## config.mk

```make
export PLATFORM = sky130hd
export DESIGN_NAME = stopwatch_ctrl
export DESIGN_NICKNAME = d
export VERILOG_FILES = /design/src/rtl/stopwatch_ctrl.sv
export SDC_FILE = /design/constraint.sdc
export NUM_CORES = 1
export LEC_CHECK = 0
export ABC_AREA = 1
export BUFFER_PORTS_ARGS = -buffer_cell sky130_fd_sc_hd__buf_4
export CAP_MARGIN = 20
export CORE_MARGIN = 2
export CORE_UTILIZATION = 30
export CTS_CLUSTER_DIAMETER = 30
export DETAILED_ROUTE_END_ITERATION = 12
export GPL_ROUTABILITY_DRIVEN = 0
export PLACE_DENSITY = 0.47
export RECOVER_POWER = 50
export SETUP_SLACK_MARGIN = 0.15
export SLEW_MARGIN = 20
export SYNTH_ARGS = -nofsm -noshare
export SYNTH_HDL_FRONTEND = slang
export SYNTH_SLANG_ARGS = --single-unit
```

## constraint.sdc

```tcl
create_clock -name clk -period 1.3 [get_ports clk]
set_input_delay 0.26 -clock clk [delete_from_list [all_inputs] [get_ports clk]]
set_output_delay 0.26 -clock clk [all_outputs]
set_load 0.02 [all_outputs]
```

## src/rtl/stopwatch_ctrl.sv

```systemverilog
// Stopwatch mode controller: run/pause/adjust FSM that emits
// one-cycle inc/clr/ld pulses and the adjust-mode blink mask.
module stopwatch_ctrl (
  input  logic       clk,
  input  logic       rst,
  input  logic       tick_1hz,
  input  logic       tick_2hz,
  input  logic       btn_reset,
  input  logic       btn_pause,
  input  logic       adj,
  input  logic [1:0] sel,
  input  logic [3:0] num,
  output logic       inc,
  output logic       clr,
  output logic       ld,
  output logic [1:0] ld_sel,
  output logic [3:0] ld_val,
  output logic [3:0] blank,
  output logic [1:0] state
);

  typedef enum logic [1:0] {
    IDLE   = 2'd0,
    RUN    = 2'd1,
    PAUSE  = 2'd2,
    ADJUST = 2'd3
  } st_t;

  st_t        cur;
  st_t        nxt;
  logic       prev_rst;
  logic       prev_pse;
  logic       blink;
  logic       pend;
  logic [1:0] sel_h;
  logic [3:0] num_h;

  logic       rp;
  logic       pp;
  logic       chg;
  logic       clr_n;
  logic       want_ld;
  logic       blink_n;
  logic [3:0] cval;
  logic [3:0] mask;

  assign rp    = btn_reset & ~prev_rst;
  assign pp    = btn_pause & ~prev_pse;
  assign chg   = (sel != sel_h) || (num != num_h);
  assign mask  = 4'b0001 << sel;
  assign state = cur;

  // Tens digits (odd sel) only count to 5.
  always_comb begin
    cval = num;
    if (sel[0]) begin
      if (num > 4'd5) cval = 4'd5;
    end else begin
      if (num > 4'd9) cval = 4'd9;
    end
  end

  always_comb begin
    nxt   = cur;
    clr_n = 1'b0;
    unique case (cur)
      IDLE: begin
        if (rp)       clr_n = 1'b1;
        else if (adj) nxt = ADJUST;
        else if (pp)  nxt = RUN;
      end
      RUN: begin
        if (rp) begin
          clr_n = 1'b1;
          nxt   = IDLE;
        end
        else if (adj) nxt = ADJUST;
        else if (pp)  nxt = PAUSE;
      end
      PAUSE: begin
        if (rp) begin
          clr_n = 1'b1;
          nxt   = IDLE;
        end
        else if (adj) nxt = ADJUST;
        else if (pp)  nxt = RUN;
      end
      ADJUST: begin
        if (rp)        clr_n = 1'b1;
        else if (!adj) nxt = PAUSE;
      end
    endcase
  end

  // A pending (deferred) load is dropped if adjust mode is left.
  assign want_ld = (nxt == ADJUST) &&
                   (cur != ADJUST || chg || pend);

  assign blink_n = (nxt == ADJUST && cur == ADJUST) ?
                   (blink ^ tick_2hz) : 1'b0;

  always_ff @(posedge clk) begin
    if (rst) begin
      cur      <= IDLE;
      inc      <= 1'b0;
      clr      <= 1'b0;
      ld       <= 1'b0;
      ld_sel   <= 2'd0;
      ld_val   <= 4'd0;
      blank    <= 4'd0;
      blink    <= 1'b0;
      pend     <= 1'b0;
      prev_rst <= 1'b1;
      prev_pse <= 1'b1;
      sel_h    <= 2'd0;
      num_h    <= 4'd0;
    end else begin
      cur      <= nxt;
      inc      <= (cur == RUN) & tick_1hz;
      clr      <= clr_n;
      ld       <= want_ld & ~clr_n;
      pend     <= want_ld & clr_n;
      if (want_ld && (chg || cur != ADJUST)) begin
        ld_sel <= sel;
        ld_val <= cval;
      end
      blink    <= blink_n;
      blank    <= blink_n ? mask : 4'd0;
      prev_rst <= btn_reset;
      prev_pse <= btn_pause;
      sel_h    <= sel;
      num_h    <= num;
    end
  end

endmodule

```

## Word-level counts from Yosys, hierarchy flattened

Cells that the tools add are included.

- Bits in registers: 25
- Latch bits: 0
- Memory bits (writable): 0
- ROM bits: 0
- Bits of input ports: 13
- Output and inout bits: 15
- Word-level logic and storage cells: 58
- Memories: 0

- Add/subtract/negate cells: 0
- Multipliers: 0
- Div/mod/pow operators: 0
- Order comparisons: 2
- Eq/ne operators: 7
- Shift-type cells: 1
- Mux-type cells: 16
- Bitwise gates (word level): 10
- Reductions and logical operators: 9

Operator list:

| operator | count |
|---|---|
| 2-bit two-way mux | 9 |
| 4-bit two-way mux | 3 |
| 2-bit one-hot mux with 4 select lines | 1 |
| 2-bit equality test (second input constant) | 3 |
| 1-bit AND | 5 |
| 4-bit by 3-bit greater-than comparator with 1-bit output (second input constant) | 1 |
| 4-bit greater-than comparator (second input constant) | 1 |
| 4-bit inequality test | 1 |
| 1-bit inverter | 4 |
| 4-bit OR reduction | 1 |
| 1-bit by 2-bit << shifter with 4-bit output (first input constant) | 1 |
| 1-bit logical AND | 3 |
| 1-bit logical OR | 3 |
| 1-bit two-way mux | 3 |
| 2-bit by 1-bit equality test with 1-bit output (second input constant) | 1 |
| 2-bit zero test | 1 |
| 2-bit inequality test | 1 |
| 2-bit inequality test (second input constant) | 1 |
| 2-bit OR reduction | 1 |
| 1-bit bitwise XOR | 1 |

## Logic depth before layout (Yosys ltp)

Gate-level depths: netlist (run 1).

- Depth after elaboration: 11
- Depth in mapped cells: 11
- Depth with buffers taken out: 11

## Worst setup path before layout (run 1)

Ideal clock, no wire load.

- Path type: register to register
- Start: register cur[1] (netlist: state[1])
- End: register ld_val[0]
- Library setup time: 113 ps
- Arrival time: 1173 ps
- Data required time: 1187 ps
- Setup slack: 14 ps
- Stages on the path, launching flop included: 10
- Path buffers: 0
- Period minus slack after synthesis: 1286 ps
- Cell sequence: dfxtp_1 > nand2_1 > a21oi_1 > nand2_1 > nor2_1 > nand2_2 > nand2_4 > nand2_1 > nand2_1 > nor2_1

- Cells in the longest elaborated chain, start to end: 7
- Elaborated cells on any way between the ends: 20
- Those cells by class: eq/ne: 5; mux: 10; reduce/logical: 5

RTL lines:

| element | RTL line | RTL |
|---|---|---|
| start: declaration | 29 | `st_t cur;` |
| start signal: assignment | 118 | `cur <= nxt;` |
| 2-bit two-way mux, on equally long branches | 70, 86, 78 |  |
| 2-bit two-way mux, on equally long branches | 85, 77 |  |
| 2-bit two-way mux, on equally long branches | 81, 68, 73 |  |
| 2-bit one-hot mux with 4 select lines | 66 | `unique case (cur)` |
| 2-bit equality test | 96 | `assign want_ld = (nxt == ADJUST) &&` |
| 1-bit logical AND | 96 |  |
| 1-bit logical AND * | 123 | `if (want_ld && (chg \|\| cur != ADJUST)) begin` |
| end signal: assignment | 125 | `ld_val <= cval;` |
| end: declaration | 17 | `output logic [3:0] ld_val,` |

Every way passes the cells marked *; elsewhere a longest branch is shown, timed or not.
A chain may end at the register's enable or synchronous reset.

## Final worst setup path (run 1)

- Start: register cur[0] (netlist: state[0])
- End: register ld_val[2]

Same word-level chain as after synthesis.

==> flow_summary_export.csv, run 1 <==
group,metric,value,unit
grt,grt_overflow,0,
clocking,clock_path_buffers,2,
floorplan,dieArea,4184,µm²
floorplan,fp.dieW,64.69,µm
synth,syn-instance-count,152,
drt,dr_wl_met3,124,µm
placed_design,numPortBuffers,27,
drt,top_layer,"met4",
drt,wl,2310,µm
critical_path,critPathKind,"reg2reg",
critical_path,crit_top_cell,"nand2_1",
run_status,status,"complete, no violations",
critical_path,r2r-end,"ld_val[2]",
sta,skew,0.002002,ns
sta,final.min_clock_period,1.232,ns
critical_path,end_kind,"flip-flop",
sta,setup_viol,0,
synth,synth_edf_count,0,
grt,grt_antenna_before_repair,0,
synth,synthesis.area,1105,µm²
clocking,path_clk_slew,0.09,ns
drt,ant_nets,0,
critical_path,reg2reg_depth,10,
critical_path,startpoint_type,"flip-flop",
sta,rsz0062_at_grt,"true",
critical_path,worstSetupStartpoint,"state[0]",
synth,synthArstFlopShare,0,%
finish,layout-drive-gt1-share,31.35,%
grt,grtUsageTotal,12.56,%
finish,layout.nets,199,
drt,wl_met1,1022,µm
critical_path,rrSetupSlack,0.07,ns
finish,synthToLayoutAreaGrowth,32.39,%
placed_design,hpwl,1835,µm
sta,holdWs,0.1862,ns
clocking,cts_tree,"done",
clocking,cts_made_buffers,3,
clocking,root_buffer,"clkbuf_8",
placed_design,dp.cells,228,
synth,seq_area_frac_synth,45.30,%
hold_path,hold_depth,3,
hold_path,hp-class,"in2reg",
floorplan,placementRows,22,
job,cap_violations,0,
hold_path,worstHoldEndpoint,"prev_rst",
drt,drt_iter0_markers,21,
power_and_ir_drop,power,1.654,mW
critical_path,max_stage_delay,0.37,ns
floorplan,initial_core_util,30.64,%
clocking,cts_hold_buf,0,
clocking,clk_latency,0.27,ns
finish,fin_util,40.56,%
floorplan,die_h,64.69,µm
sta,slew_headroom,73.80,%
finish,final_cell_mix,"nand2_1 (34), nor2_1 (31), buf_4 (29)",
critical_path,crit_arrival,1.45,ns
clocking,cts.sinks,25,
floorplan,core,3606,µm²
grt,grt_pass1_wl,4188,µm
clocking,h-tree-depth,1,
sta,post-route-period-util,94.79,%
sta,setup_slack,0.06776,ns
critical_path,cp_slowest_cell,"dfxtp_4",
drt,first_pass_iters,4,
grt,grt_max_degree,15,
synth,synth_area_per_cell,7.268,µm²
sta,worstMarginPinSlew,0.3930,ns
power_and_ir_drop,ir_drop,362.4,µV
power_and_ir_drop,p_leak,0.7427,nW
sta,final-hold-violation-count,0,
synth,yosysWarnings,0,
drt,drc_errors,0,
synth,synth_cell_types,21,
power_and_ir_drop,p_per_area,1131,nW/µm²
hold_path,hold_start,"btn_reset",
finish,final_cells,233,
drt,via_count,979,
critical_path,r2r-start,"state[0]",
critical_path,critPathMaxFanout,6,
placed_design,dp_slack,0.01335,ns
floorplan,ios,28,
grt,grt_pass1_vias,1007,
synth,synthFlopType,"dfxtp_1",
sta,maxSlewViolCount,0,
critical_path,crit_chain,"inv_2 -> nor2_4 -> nand2_1 -> nand3_2 -> nand2_4 -> nor2_8 -> nand2_4 -> nand2_1 -> nand2_1 -> nor2_1",
critical_path,cp.required,1.51,ns
drt,wl_met2,1149,µm
finish,final_common_cell,"nand2_1",
drt,wl_per_cell,9.914,µm
drt,via_per_inst,4.202,
finish,antenna_cells,0,
synth,ys_seq_elements,25,
sta,fmax,811.5,MHz
synth,syn_nets,165,
-- cells by family (layout without fill, tap and decap cells) --
| logic type | after synthesis | after routing | synth area share [%] |
|---|---|---|---|
| flip-flops | 25 | 25 | 45.30 |
| buffers and inverters | 28 | 61 | 10.53 |
| AO/OA/AOI/OAI | 6 | 6 | 3.171 |
| AND/OR/NAND/NOR | 89 | 89 | 37.83 |
| XOR/XNOR | 4 | 4 | 3.171 |
-- report_power, final --
part           switching [mW]  leakage [nW]  internal, mW
combinational           0.205         0.510         0.148
sequential             0.0253         0.207         0.812
clock                   0.249        0.0255         0.215
total                   0.480         0.743          1.17
-- area by class of cell --
class / instances / area [µm²]
fill: 382 / 2143
multi-input combinational: 99 / 520.5
sequential: 25 / 510.5
timing repair buffer: 31 / 225.2
inverter: 26 / 100.1
tap: 48 / 60.06
clock buffer: 3 / 41.29
clock inverter: 1 / 5.005
-- critical path: cells and delay by family (launching register included) --
kind,cells,cell delay [ns]
flops,1,0.37
buf+inv,1,0.05
simple gates,9,0.75
-- state kept, by name (all words and copies together) (netlist names) --
register / count
ld_sel: 2
num_h: 4
blink: 1
pend: 1
clr: 1
prev_pse: 1
ld: 1
blank: 4
ld_val: 4
sel_h: 2
state: 2
inc: 1
prev_rst: 1
-- cells in the mapped netlist (2+ instances only) --
library cell | number | area (µm²)
nand2_1 | 37 | 138.9
nor2_1 | 34 | 127.6
dfxtp_1 | 25 | 500.5
inv_1 | 24 | 90.09
nand3_1 | 6 | 30.03
xnor2_1 | 4 | 35.03
a21oi_1 | 3 | 15.01
nand3_2 | 3 | 30.03
inv_2 | 2 | 7.510
nand2_2 | 2 | 12.51
nand2_4 | 2 | 22.52
-- metrics by stage --
stage	instance area (µm²)	setup TNS (ns)
floorplan	1112	0
global placement	1379	0
detailed placement	1379	0
CTS	1438	0
global route	1463	-0.4726
finish	1463	0
-- worst max-delay path by stage --
stage / slack, ns / to / cells past startpoint
detailed placement: 0.01 / ld_val[2] / 9
CTS: 0.06 / ld_val[3] / 8
global route: -0.07 / blank[0] / 8
floorplan: 0.15 / ld_val[0] / 9
finish: 0.07 / ld_val[2] / 10
global placement: 0.03 / ld_val[2] / 9
-- per-layer routing --
layer  track usage (%)  vias up
met5                 0        -
met3             2.951        2
li1                  -      514
met4             3.191        0
met2             23.70       21
met1             14.09      442
-- repair_timing --
item / CTS / global route
resized for setup: 2 / 11
hold endpoints to repair: 0 / 0
setup endpoints to repair: 11 / 13
pin swaps: 1 / 3
setup buffers: 1 / 0
(Power assumes the default switching activity.)
==> run 2, diff against run 1 <==
ABC_AREA = 0   (was 1)
==> run 2 against run 1 <==
Worst hold slack got worse by 0.0050 ns. Routed wire length up 12%. Sequential cell count unchanged. Largest power group unchanged. Largest cell class unchanged. Highest routed layer unchanged.
==> flow_summary_export.csv, run 2 <==
group,metric,value,unit
power_and_ir_drop,switching_share,27.87,%
critical_path,cp_slowest_cell,"dfxtp_2",
sta,final-hold-violation-count,0,
synth,seq_area_frac_synth,45.45,%
drt,via_count,945,
power_and_ir_drop,pwr-share-comb,19.6,%
finish,final_cell_mix,"buf_4 (24), dfxtp_1 (22), clkbuf_1 (14)",
critical_path,cp_num_buf_inv,1,
floorplan,fp.dieW,64.58,µm
synth,synth_area_leaders,"dfxtp_1 (45%), xnor2_1 (5.6%), nor2b_1 (5.1%)",
critical_path,cp.depth,5,
sta,rsz0062_at_grt,"true",
clocking,cts.sinks,25,
floorplan,dieArea,4171,µm²
critical_path,critPathMaxFanout,4,
clocking,root_buffer,"clkbuf_8",
drt,ant_nets,0,
floorplan,ios,28,
hold_path,hold_depth,2,
synth,ys_seq_elements,25,
synth,synth_edf_count,0,
sta,maxSlewViolCount,0,
critical_path,cp.required,1.46,ns
synth,synth_area_per_cell,9.744,µm²
finish,final_common_cell,"buf_4",
grt,grt_antenna_before_repair,0,
grt,grt_pass1_wl,4298,µm
synth,yosysTopAreaCell,"dfxtp_1",
job,cap_violations,0,
synth,yosysWarnings,0,
critical_path,crit_chain,"xnor2_2 -> buf_4 -> and3_1 -> a32oi_2 -> o41ai_2",
critical_path,crit_arrival,1.46,ns
power_and_ir_drop,p_sw,447.5,µW
drt,first_pass_iters,4,
clocking,clk_latency,0.27,ns
sta,post-route-period-util,99.99,%
finish,n_fill_cell,374,
power_and_ir_drop,pwr-share-clk,29.3,%
synth,syn-instance-count,113,
clocking,cts_tree,"done",
clocking,path_clk_slew,0.09,ns
critical_path,startpoint_type,"flip-flop",
power_and_ir_drop,seqPwrFrac,51.1,%
finish,ff_latch_area,509.2,µm²
sta,final.min_clock_period,1.300,ns
power_and_ir_drop,ir_drop,375.9,µV
synth,synthesis.area,1101,µm²
drt,drt_iter0_markers,33,
clocking,cts_made_buffers,3,
finish,antenna_cells,0,
drt,drc_errors,0,
sta,worstMarginPinSlew,0.3446,ns
sta,fin_setup_tns,0,ns
power_and_ir_drop,intPower,1.158,mW
floorplan,die_h,64.58,µm
critical_path,max_stage_delay,0.34,ns
sta,fmax,769.3,MHz
drt,top_layer,"met4",
grt,grt_pass1_vias,924,
sta,holdWs,0.1812,ns
placed_design,numPortBuffers,27,
synth,synthArstFlopShare,0,%
placed_design,hpwl,1869,µm
floorplan,core,3606,µm²
finish,reg_top3,"blank: 4 flops, ld_val: 4 flops, num_h: 4 flops",
hold_path,hp-class,"in2reg",
finish,layout.nets,167,
synth,synthFlopType,"dfxtp_1",
finish,layout-drive-gt1-share,37.91,%
drt,wl,2587,µm
drt,wl_met1,1297,µm
drt,wl_met2,1136,µm
finish,synthToLayoutAreaGrowth,41.36,%
synth,syn_nets,126,
sta,skew,0.002244,ns
floorplan,initial_core_util,30.53,%
grt,grt_max_degree,15,
critical_path,end_kind,"flip-flop",
drt,dr_wl_met3,94,µm
sta,setup_viol,0,
synth,synth_common_cells,"dfxtp_1 (25), nor2b_1 (9), nand2_1 (8)",
power_and_ir_drop,p_leak,0.6113,nW
critical_path,cp_top_family,"flip-flops",
critical_path,critPathKind,"reg2reg",
critical_path,reg2reg_depth,5,
clocking,h-tree-depth,1,
synth,yosysMostFrequentCell,"dfxtp_1",
drt,via_per_inst,4.701,
grt,grtUsageTotal,13.49,%
run_status,status,"complete, no violations",
power_and_ir_drop,p_per_area,1032,nW/µm²
sta,slew_headroom,76.53,%
floorplan,placementRows,22,
clocking,clock_path_buffers,2,
clocking,cts_hold_buf,0,
synth,synth_top_area_share,45.45,%
synth,synth_cell_types,36,
finish,multi_input_area,670.6,µm²
drt,wl_per_cell,12.87,µm
grt,grt_overflow,0,
==> run 2: cell types whose count changed in the layout (fill, tap and decap cells not counted), sizes merged, moves of 4 or more <==
| cell | before | now |
|---|---|---|
| inv | 26 | 4 |
| nand3 | 9 | 1 |
| nor2b | 0 | 9 |
| nand2 | 41 | 8 |
| clkbuf | 5 | 17 |
| o21ai | 1 | 7 |
| and3 | 0 | 5 |
| a32oi | 0 | 4 |
| nor2 | 36 | 7 |
==> run 2: what timing repair did <==
action,in CTS,in global routing
buffers inserted,1,0
gates cloned,0,0
gates resized for setup,12,8
setup endpoints to repair,15,16
pin swaps,7,7
==> run 2: area by class of cell <==
class | count | area share, %
multi-input cells | 80 | 43.09
inverters | 4 | 0.9646
clock inverters | 1 | 0.3215
clock buffers | 3 | 2.653
well taps | 48 | 3.859
flip-flops and latches | 25 | 32.72
repair buffers | 40 | 16.40
==> run 2: cells by family after synthesis <==
kind of cell,count (synthesis),synth area share (%)
flip-flops,25,45.45
buffers and inverters,8,3.522
AO/OA/AOI/OAI,23,16.36
XOR/XNOR,7,5.568
AND/OR/NAND/NOR,47,25.11
multiplexers,3,3.977
==> run 2: final timing paths <==
path	slack (ns)	end	start
setup / recovery	0.0002	ld_val[1]	num_h[3]
hold / removal	0.18	prev_pse	btn_pause
setup reg to reg	0.0002	ld_val[1]	num_h[3]
hold reg to reg	0.47	ld_val[0]	ld_val[0]
==> run 2: power groups by stage <==
stage	registers, mW	logic [mW]	clock network (mW)
5_1_grt	0.827	0.341	0.530
4_1_cts	0.821	0.314	0.487
3_5_place_dp	0.837	0.295	0
2_1_floorplan	0.863	0.137	0
6_report	0.820	0.314	0.471
3_3_place_gp	0.836	0.294	0
==> run 2: metal layers <==
| layer | global-route usage, % | up-vias |
|---|---|---|
| met5 | 0 | - |
| met4 | 6.383 | 0 |
| met3 | 2.257 | 5 |
| met2 | 20.05 | 24 |
| met1 | 18.98 | 435 |
| li1 | - | 481 |
==> run 2: metrics by stage <==
stage	std cells	area, µm²	power (mW)	util, %	worst slack (ns)
2_1_floorplan	113	1126	1.000	-	0.05413
3_3_place_gp	196	1454	1.130	40.32	-0.07916
3_5_place_dp	196	1454	1.132	40.32	-0.07731
4_1_cts	201	1563	1.621	43.34	0.02905
5_1_grt	201	1556	1.698	43.16	-0.07567
6_report	201	1556	1.606	43.16	0.0001790
==> run 2: worst reg2reg max path: stages, from the launching register on <==
cell	delay, ns
dfxtp_2	0.34
xnor2_2	0.17
buf_4	0.16
and3_1	0.18
a32oi_2	0.23
o41ai_2	0.10
